--- config.mk ---
export PLATFORM = sky130hd
export DESIGN_NAME = muldiv_unit
export DESIGN_NICKNAME = d
export VERILOG_FILES = /design/src/rtl/muldiv_unit.sv
export SDC_FILE = /design/constraint.sdc
export NUM_CORES = 1
export LEC_CHECK = 0
export CORE_UTILIZATION = 55
export CTS_CLUSTER_DIAMETER = 40
export DETAILED_ROUTE_END_ITERATION = 7
export GPL_ROUTABILITY_DRIVEN = 0
export GPL_TIMING_DRIVEN = 0
export PLACE_DENSITY = 0.78
export SLEW_MARGIN = 0
export SYNTH_ARGS = -nofsm -noshare
export SYNTH_HDL_FRONTEND = slang
export SYNTH_SLANG_ARGS = --single-unit
export TNS_END_PERCENT = 5
--- constraint.sdc ---
create_clock -name Clk -period 9.5 [get_ports Clk]
set_input_delay 1.9 -clock Clk [delete_from_list [all_inputs] [get_ports Clk]]
set_output_delay 1.9 -clock Clk [all_outputs]
set_load 0.02 [all_outputs]
--- src/rtl/muldiv_unit.sv ---
// muldiv_unit -- iterative multiply/divide unit owning the HI/LO register pair.
//
// Executes MULT/MULTU/DIV/DIVU on the rs/rt operands, accepts MTHI/MTLO writes
// and drives Hi/Lo back to the datapath for MFHI/MFLO. Busy asks control to
// stall any HI/LO access until the result has been committed.
//
// Ports:
//   Clk      in   clock, all state updates on the rising edge
//   Reset    in   asynchronous, active-high reset
//   Start    in   begin operation (sampled only when idle)
//   MDOp     in   00 MULT, 01 MULTU, 10 DIV, 11 DIVU
//   A, B     in   rs / rt operands (multiplicand/dividend, multiplier/divisor)
//   MTHI     in   write WData to Hi (idle only)
//   MTLO     in   write WData to Lo (idle only)
//   WData    in   MTHI/MTLO data
//   Busy     out  operation in progress (stays high through the Done cycle)
//   Done     out  one-cycle pulse, Hi/Lo just committed
//   DivZero  out  one-cycle pulse with Done on divide by zero
//   Hi, Lo   out  HI / LO registers
//
// Configuration macro: MULDIV_FAST_MULT_EN
//   defined   : MULT/MULTU use a combinational WIDTH x WIDTH multiplier and
//               finish in one RUN cycle (Done after edge 2).
//   undefined : shift-add multiply, one bit per cycle (Done after edge WIDTH+1).
//   Divide is always restoring, one bit per cycle.

module muldiv_unit #(
  parameter int WIDTH = 32
) (
  input  logic             Clk,
  input  logic             Reset,
  input  logic             Start,
  input  logic [1:0]       MDOp,
  input  logic [WIDTH-1:0] A,
  input  logic [WIDTH-1:0] B,
  input  logic             MTHI,
  input  logic             MTLO,
  input  logic [WIDTH-1:0] WData,
  output logic             Busy,
  output logic             Done,
  output logic             DivZero,
  output logic [WIDTH-1:0] Hi,
  output logic [WIDTH-1:0] Lo
);

  localparam int CW = $clog2(WIDTH) + 1;

  typedef enum logic [1:0] {IDLE, RUN, FIN} state_t;

  state_t          state;
  logic [CW-1:0]   count;
  logic            dz;

  // Working registers: data only, never reset.
  logic [1:0]       op;
  logic             sign_a;
  logic             sign_b;
  logic [WIDTH-1:0] mcand;   // |A| for multiply, |B| (divisor) for divide
  logic [WIDTH-1:0] acc_hi;  // partial product high half / partial remainder
  logic [WIDTH-1:0] acc_lo;  // multiplier shifting out / dividend->quotient

  function automatic logic [WIDTH-1:0] abs_val(input logic [WIDTH-1:0] v,
                                               input logic is_signed);
    return (is_signed && v[WIDTH-1]) ? -v : v;
  endfunction

  function automatic logic [WIDTH-1:0] cond_neg(input logic [WIDTH-1:0] v,
                                                input logic neg);
    return neg ? -v : v;
  endfunction

  function automatic logic [2*WIDTH-1:0] cond_neg2(input logic [2*WIDTH-1:0] v,
                                                   input logic neg);
    return neg ? -v : v;
  endfunction

  logic             is_signed;
  logic [WIDTH-1:0] abs_a;
  logic [WIDTH-1:0] abs_b;
  logic             accept;

  assign is_signed = ~MDOp[0];
  assign abs_a     = abs_val(A, is_signed);
  assign abs_b     = abs_val(B, is_signed);
  assign accept    = (state == IDLE) && !Busy && Start;

  // Step datapath: one shift-add or one restoring-subtract bit per cycle.
  logic [WIDTH:0] mul_sum;
  logic [WIDTH:0] div_sh;
  logic [WIDTH:0] div_diff;

  assign mul_sum  = {1'b0, acc_hi} + (acc_lo[0] ? {1'b0, mcand} : '0);
  assign div_sh   = {acc_hi, acc_lo[WIDTH-1]};
  // The partial remainder is always below the divisor, so div_diff[WIDTH]
  // is exactly the borrow of the trial subtraction.
  assign div_diff = div_sh - {1'b0, mcand};

`ifdef MULDIV_FAST_MULT_EN
  logic [2*WIDTH-1:0] fast_prod;
  assign fast_prod = {{WIDTH{1'b0}}, mcand} * {{WIDTH{1'b0}}, acc_lo};
`endif

  // Sign correction applied on commit.
  logic [2*WIDTH-1:0] prod_res;
  logic [WIDTH-1:0]   quot_res;
  logic [WIDTH-1:0]   rem_res;

  assign prod_res = cond_neg2({acc_hi, acc_lo}, sign_a ^ sign_b);
  assign quot_res = cond_neg(acc_lo, sign_a ^ sign_b);
  assign rem_res  = cond_neg(acc_hi, sign_a);

  // ---- Stage: operand capture and iteration ----
  always_ff @(posedge Clk) begin
    if (accept) begin
      op     <= MDOp;
      sign_a <= is_signed & A[WIDTH-1];
      sign_b <= is_signed & B[WIDTH-1];
      mcand  <= MDOp[1] ? abs_b : abs_a;
      acc_lo <= MDOp[1] ? abs_a : abs_b;
      acc_hi <= '0;
    end else if (state == RUN) begin
      if (op[1]) begin
        if (!div_diff[WIDTH]) begin
          acc_hi <= div_diff[WIDTH-1:0];
          acc_lo <= {acc_lo[WIDTH-2:0], 1'b1};
        end else begin
          acc_hi <= div_sh[WIDTH-1:0];
          acc_lo <= {acc_lo[WIDTH-2:0], 1'b0};
        end
      end else begin
`ifdef MULDIV_FAST_MULT_EN
        {acc_hi, acc_lo} <= fast_prod;
`else
        acc_hi <= mul_sum[WIDTH:1];
        acc_lo <= {mul_sum[0], acc_lo[WIDTH-1:1]};
`endif
      end
    end
  end

  // ---- Stage: control FSM and HI/LO commit ----
  always_ff @(posedge Clk or posedge Reset) begin
    if (Reset) begin
      state   <= IDLE;
      count   <= '0;
      dz      <= 1'b0;
      Busy    <= 1'b0;
      Done    <= 1'b0;
      DivZero <= 1'b0;
      Hi      <= '0;
      Lo      <= '0;
    end else begin
      Done    <= 1'b0;
      DivZero <= 1'b0;
      // Busy covers the Done cycle so a Start arriving with Done is ignored.
      if (Done) Busy <= 1'b0;
      case (state)
        IDLE: begin
          if (!Busy) begin
            if (Start) begin
              Busy  <= 1'b1;
              count <= '0;
              if (MDOp[1] && (B == '0)) begin
                dz    <= 1'b1;
                state <= FIN;
              end else begin
                dz    <= 1'b0;
                state <= RUN;
              end
            end else begin
              if (MTHI) Hi <= WData;
              if (MTLO) Lo <= WData;
            end
          end
        end
        RUN: begin
          count <= count + CW'(1);
`ifdef MULDIV_FAST_MULT_EN
          if (!op[1] || (count == CW'(WIDTH - 1))) state <= FIN;
`else
          if (count == CW'(WIDTH - 1)) state <= FIN;
`endif
        end
        FIN: begin
          state   <= IDLE;
          Done    <= 1'b1;
          DivZero <= dz;
          if (!dz) begin
            if (op[1]) begin
              Hi <= rem_res;
              Lo <= quot_res;
            end else begin
              Hi <= prod_res[2*WIDTH-1:WIDTH];
              Lo <= prod_res[WIDTH-1:0];
            end
          end
        end
        default: state <= IDLE;
      endcase
    end
  end

endmodule

==> out/qor.json <==
{
  "outcome": "finished, violations left",
  "failed_checks": "design-rule violations",
  "clk_path_buf_depth": 2,
  "min_period_ns": 5.63,
  "place.detailed.hpwl_mm": 41.1,
  "drive_gt1_share_pct": 3.05,
  "relSlewSlack_pct": 28.9,
  "worst_clock_skew_ns": 0.0141,
  "syn_nets": 1968,
  "cts_tree": "done",
  "ys_dominant_reg_cell": "dfrtp_1",
  "drt_pass1_iterations": 8,
  "p_leak_nw": 7.12,
  "grt_max_degree": 67,
  "rows": 59,
  "cts_max_level": 4,
  "grt_setup_unrepaired": "no",
  "cp-start-kind": "flop",
  "die_y_um": 165,
  "worst_ir_drop_vdd_mv": 0.217,
  "wl_per_cell_um": 22.5,
  "critical_path_arrival_ns": 6.00,
  "grt.total_usage_pct": 38.6,
  "numClockSinks": 175,
  "syn_area_per_cell_um2": 8.13,
  "numCtsBuffers": 17,
  "hold_path_class": "reg -> reg",
  "synthesis.yosys.warnings": 0,
  "pwr-share-seq_pct": 26.0,
  "initial_utilization_pct": 56.0,
  "postRouteWirelength_mm": 52.4,
  "clkLatencyLatePin_ns": 0.45,
  "core_mm2": 0.0261,
  "placed_cell_area_mm2": 0.0167,
  "setup_slack_ns": 3.87,
  "syn_to_final_growth_pct": 19.0,
  "drc_marker_count_from_the_first_detailed_route_iteration": 2021,
  "p_int_w": 0.00311,
  "power.share.clock_pct": 11.5,
  "timing.critical_path.fanout_max": 10,
  "netlist_instances": 1794,
  "route.top_layer_used": "met5",
  "ctsRootBufferMaster": "clkbuf_16",
  "sw_frac_of_total_pct": 50.7,
  "final_instance_area_mm2": 0.0174,
  "synth.distinct_cells": 72,
  "p_sw_w": 0.00321,
  "synth_sequential_area_ratio_pct": 31.2,
  "synth_enable_flop_cells": 67,
  "proportion_of_synthesized_flip_flops_having_asynchronous_set_or_reset_pct": 43.4,
  "timing.final.hold_violations": 0,
  "first_global_vias": 14342,
  "pwr-share-comb_pct": 62.5,
  "post_cts_resize_count": 0,
  "clkTransAtPathRegs_ns": 0.08,
  "path_class": "reg -> reg",
  "post-cts-setup-buffer-count": 0,
  "final.period_utilization_pct": 59.3,
  "die_w_um": 165,
  "antenna_left": 0,
  "count_of_nets_after_finishing": 2158,
  "power_density_mw_per_mm2": 364,
  "fmaxAchievable_mhz": 178,
  "setup_tns_ns": 0,
  "routedLengthMet1_mm": 20.2,
  "io_buffer_count": 169,
  "via_count": 15335,
  "endpoint_kind": "flop",
  "pin_count": 170,
  "final-setup-viol-count": 0,
  "syn-cell-area_mm2": 0.0146,
  "routed-wl-met2_mm": 23.4,
  "post_drt_via_cell_ratio": 6.57,
  "post_cts_hold_buffer_count": 0,
  "overflow": 0,
  "grt_antenna_before_repair": 3,
  "dp_slack_ns": 3.98,
  "floorplan.die_area_mm2": 0.0272,
  "synth_seq_cells": 175,
  "grt_pass1_wl_mm": 79.3,
  "timing.max_cap.violations": 0,
  "slew_viol_final": 0,
  "remaining_drc_errors": 7,
  "worst-slew-pin-transition_ns": 1.06,
  "route.met3.wl_mm": 5.93,
  "critical_path_required_ns": 9.88
}
## Yosys cell counts (all sizes together) (14+ instances only)
| cell type | n | area share, % |
|---|---|---|
| and2 | 14 | 0.60 |
| nor2b | 14 | 0.60 |
| nor4 | 18 | 0.81 |
| ha | 69 | 5.9 |
| xnor2 | 103 | 6.2 |
| dfxtp | 32 | 4.4 |
| nor2 | 201 | 5.2 |
| clkbuf | 86 | 2.2 |
| nand2 | 164 | 4.3 |
| a21o | 33 | 1.7 |
| edfxtp | 67 | 14 |
| inv | 72 | 1.9 |
| dfrtp | 76 | 13 |
| nand2b | 23 | 0.99 |
| nor3 | 39 | 1.3 |
| xor2 | 77 | 4.6 |
| o31ai | 54 | 2.8 |
| a211oi | 19 | 0.98 |
| o21ai | 132 | 4.5 |
| a21oi | 174 | 6.0 |
| mux2i | 94 | 6.4 |
| nand3 | 26 | 0.98 |
| a31oi | 23 | 0.99 |
## state kept, by name, indices dropped and copies added (netlist names)
| signal | flops |
|---|---|
| state | 2 |
| acc_lo | 32 |
| DivZero | 1 |
| acc_hi | 32 |
| sign_a | 1 |
| count | 6 |
| Lo | 32 |
| op | 1 |
| Hi | 32 |
| mcand | 32 |
| Done | 1 |
| Busy | 1 |
| dz | 1 |
| sign_b | 1 |
## cells in the final DEF (no fill, tap or decap), types with 25 or more instances in the layout
| cell | count |
|---|---|
| a21o_1 | 33 |
| a21oi_1 | 174 |
| clkbuf_1 | 87 |
| clkdlybuf4s50_1 | 169 |
| dfrtp_1 | 76 |
| dfxtp_1 | 32 |
| edfxtp_1 | 67 |
| ha_1 | 69 |
| inv_1 | 70 |
| mux2i_1 | 94 |
| nand2_1 | 163 |
| nand3_1 | 25 |
| nor2_1 | 201 |
| nor3_1 | 39 |
| o21ai_0 | 131 |
| o31ai_1 | 53 |
| xnor2_1 | 103 |
| xor2_1 | 77 |
## final timing paths
check                               start  cells past startpoint  slack, ns    endpoint
max in group asynchronous           Reset                      3       7.22    count[5]
worst min-delay path                 Done                      1       0.47        Busy
worst max register to register  acc_hi[0]                     14       3.87  acc_hi[28]
min in group asynchronous           Reset                      2       1.69       Hi[9]
worst max-delay path            acc_hi[0]                     14       3.87  acc_hi[28]
worst min register to register       Done                      1       0.47        Busy
## critical path: stages (launching register included)
cell      delay (ns)
dfxtp_1         0.40
clkbuf_1        0.35
inv_1           0.15
fa_1            0.45
nand2b_1        0.18
a21oi_1         0.23
o41ai_1         0.17
o311ai_1        0.91
and4b_1         0.36
o21ai_0         0.13
nand3_1         0.43
clkbuf_1        0.65
clkbuf_1        0.69
o211ai_1        0.24
a31oi_1         0.20
## power groups by stage
| stage | clock, W | sequential, W | combinational [W] |
|---|---|---|---|
| floorplan | 0 | 0.00161 | 0.00252 |
| global placement | 0 | 0.00162 | 0.00369 |
| detailed placement | 0 | 0.00163 | 0.00378 |
| CTS | 0.000721 | 0.00162 | 0.00381 |
| global route | 0.000746 | 0.00166 | 0.00425 |
| finish | 0.000728 | 0.00164 | 0.00395 |
## final cells by class
type	count	area, µm²
antenna	1	2.50
buffer	98	370
clock buffer	18	429
clock inverter	14	168
fill	2182	8700
inverter	74	280
multi-input combinational	1447	9390
sequential	175	4550
tap	335	419
timing repair buffer	171	1750
## stage by stage
step,hold slack [ns],total power [W],cells,util (%)
6_report,0.467,0.00632,2333,66.6
5_1_grt,0.510,0.00666,2332,66.6
4_1_cts,0.465,0.00614,2331,66.5
3_5_place_dp,0.447,0.00541,2299,64.2
3_3_place_gp,0.461,0.00531,2298,64.1
2_1_floorplan,0.461,0.00413,1794,-
## kinds of logic (layout without fill, tap and decap cells)
family	after synthesis	count (layout)	share of synthesized area (%)
other	0	1	0
AOI/OAI and AO/OA	542	542	23.1
xor gates and xnor gates	180	180	10.8
DFF	175	175	31.2
and+or+nand+nor	559	559	17.7
buffers and inverters	172	375	4.43
adders and majority gates	71	71	6.19
muxes	95	95	6.53
## per-layer routing
metal  track usage, %  up-vias
met5                0        -
met4             19.2        6
met3             8.97      236
met2             60.3     1047
met1             50.0     7183
li1                 -     6863
(Power assumes the default switching activity.)
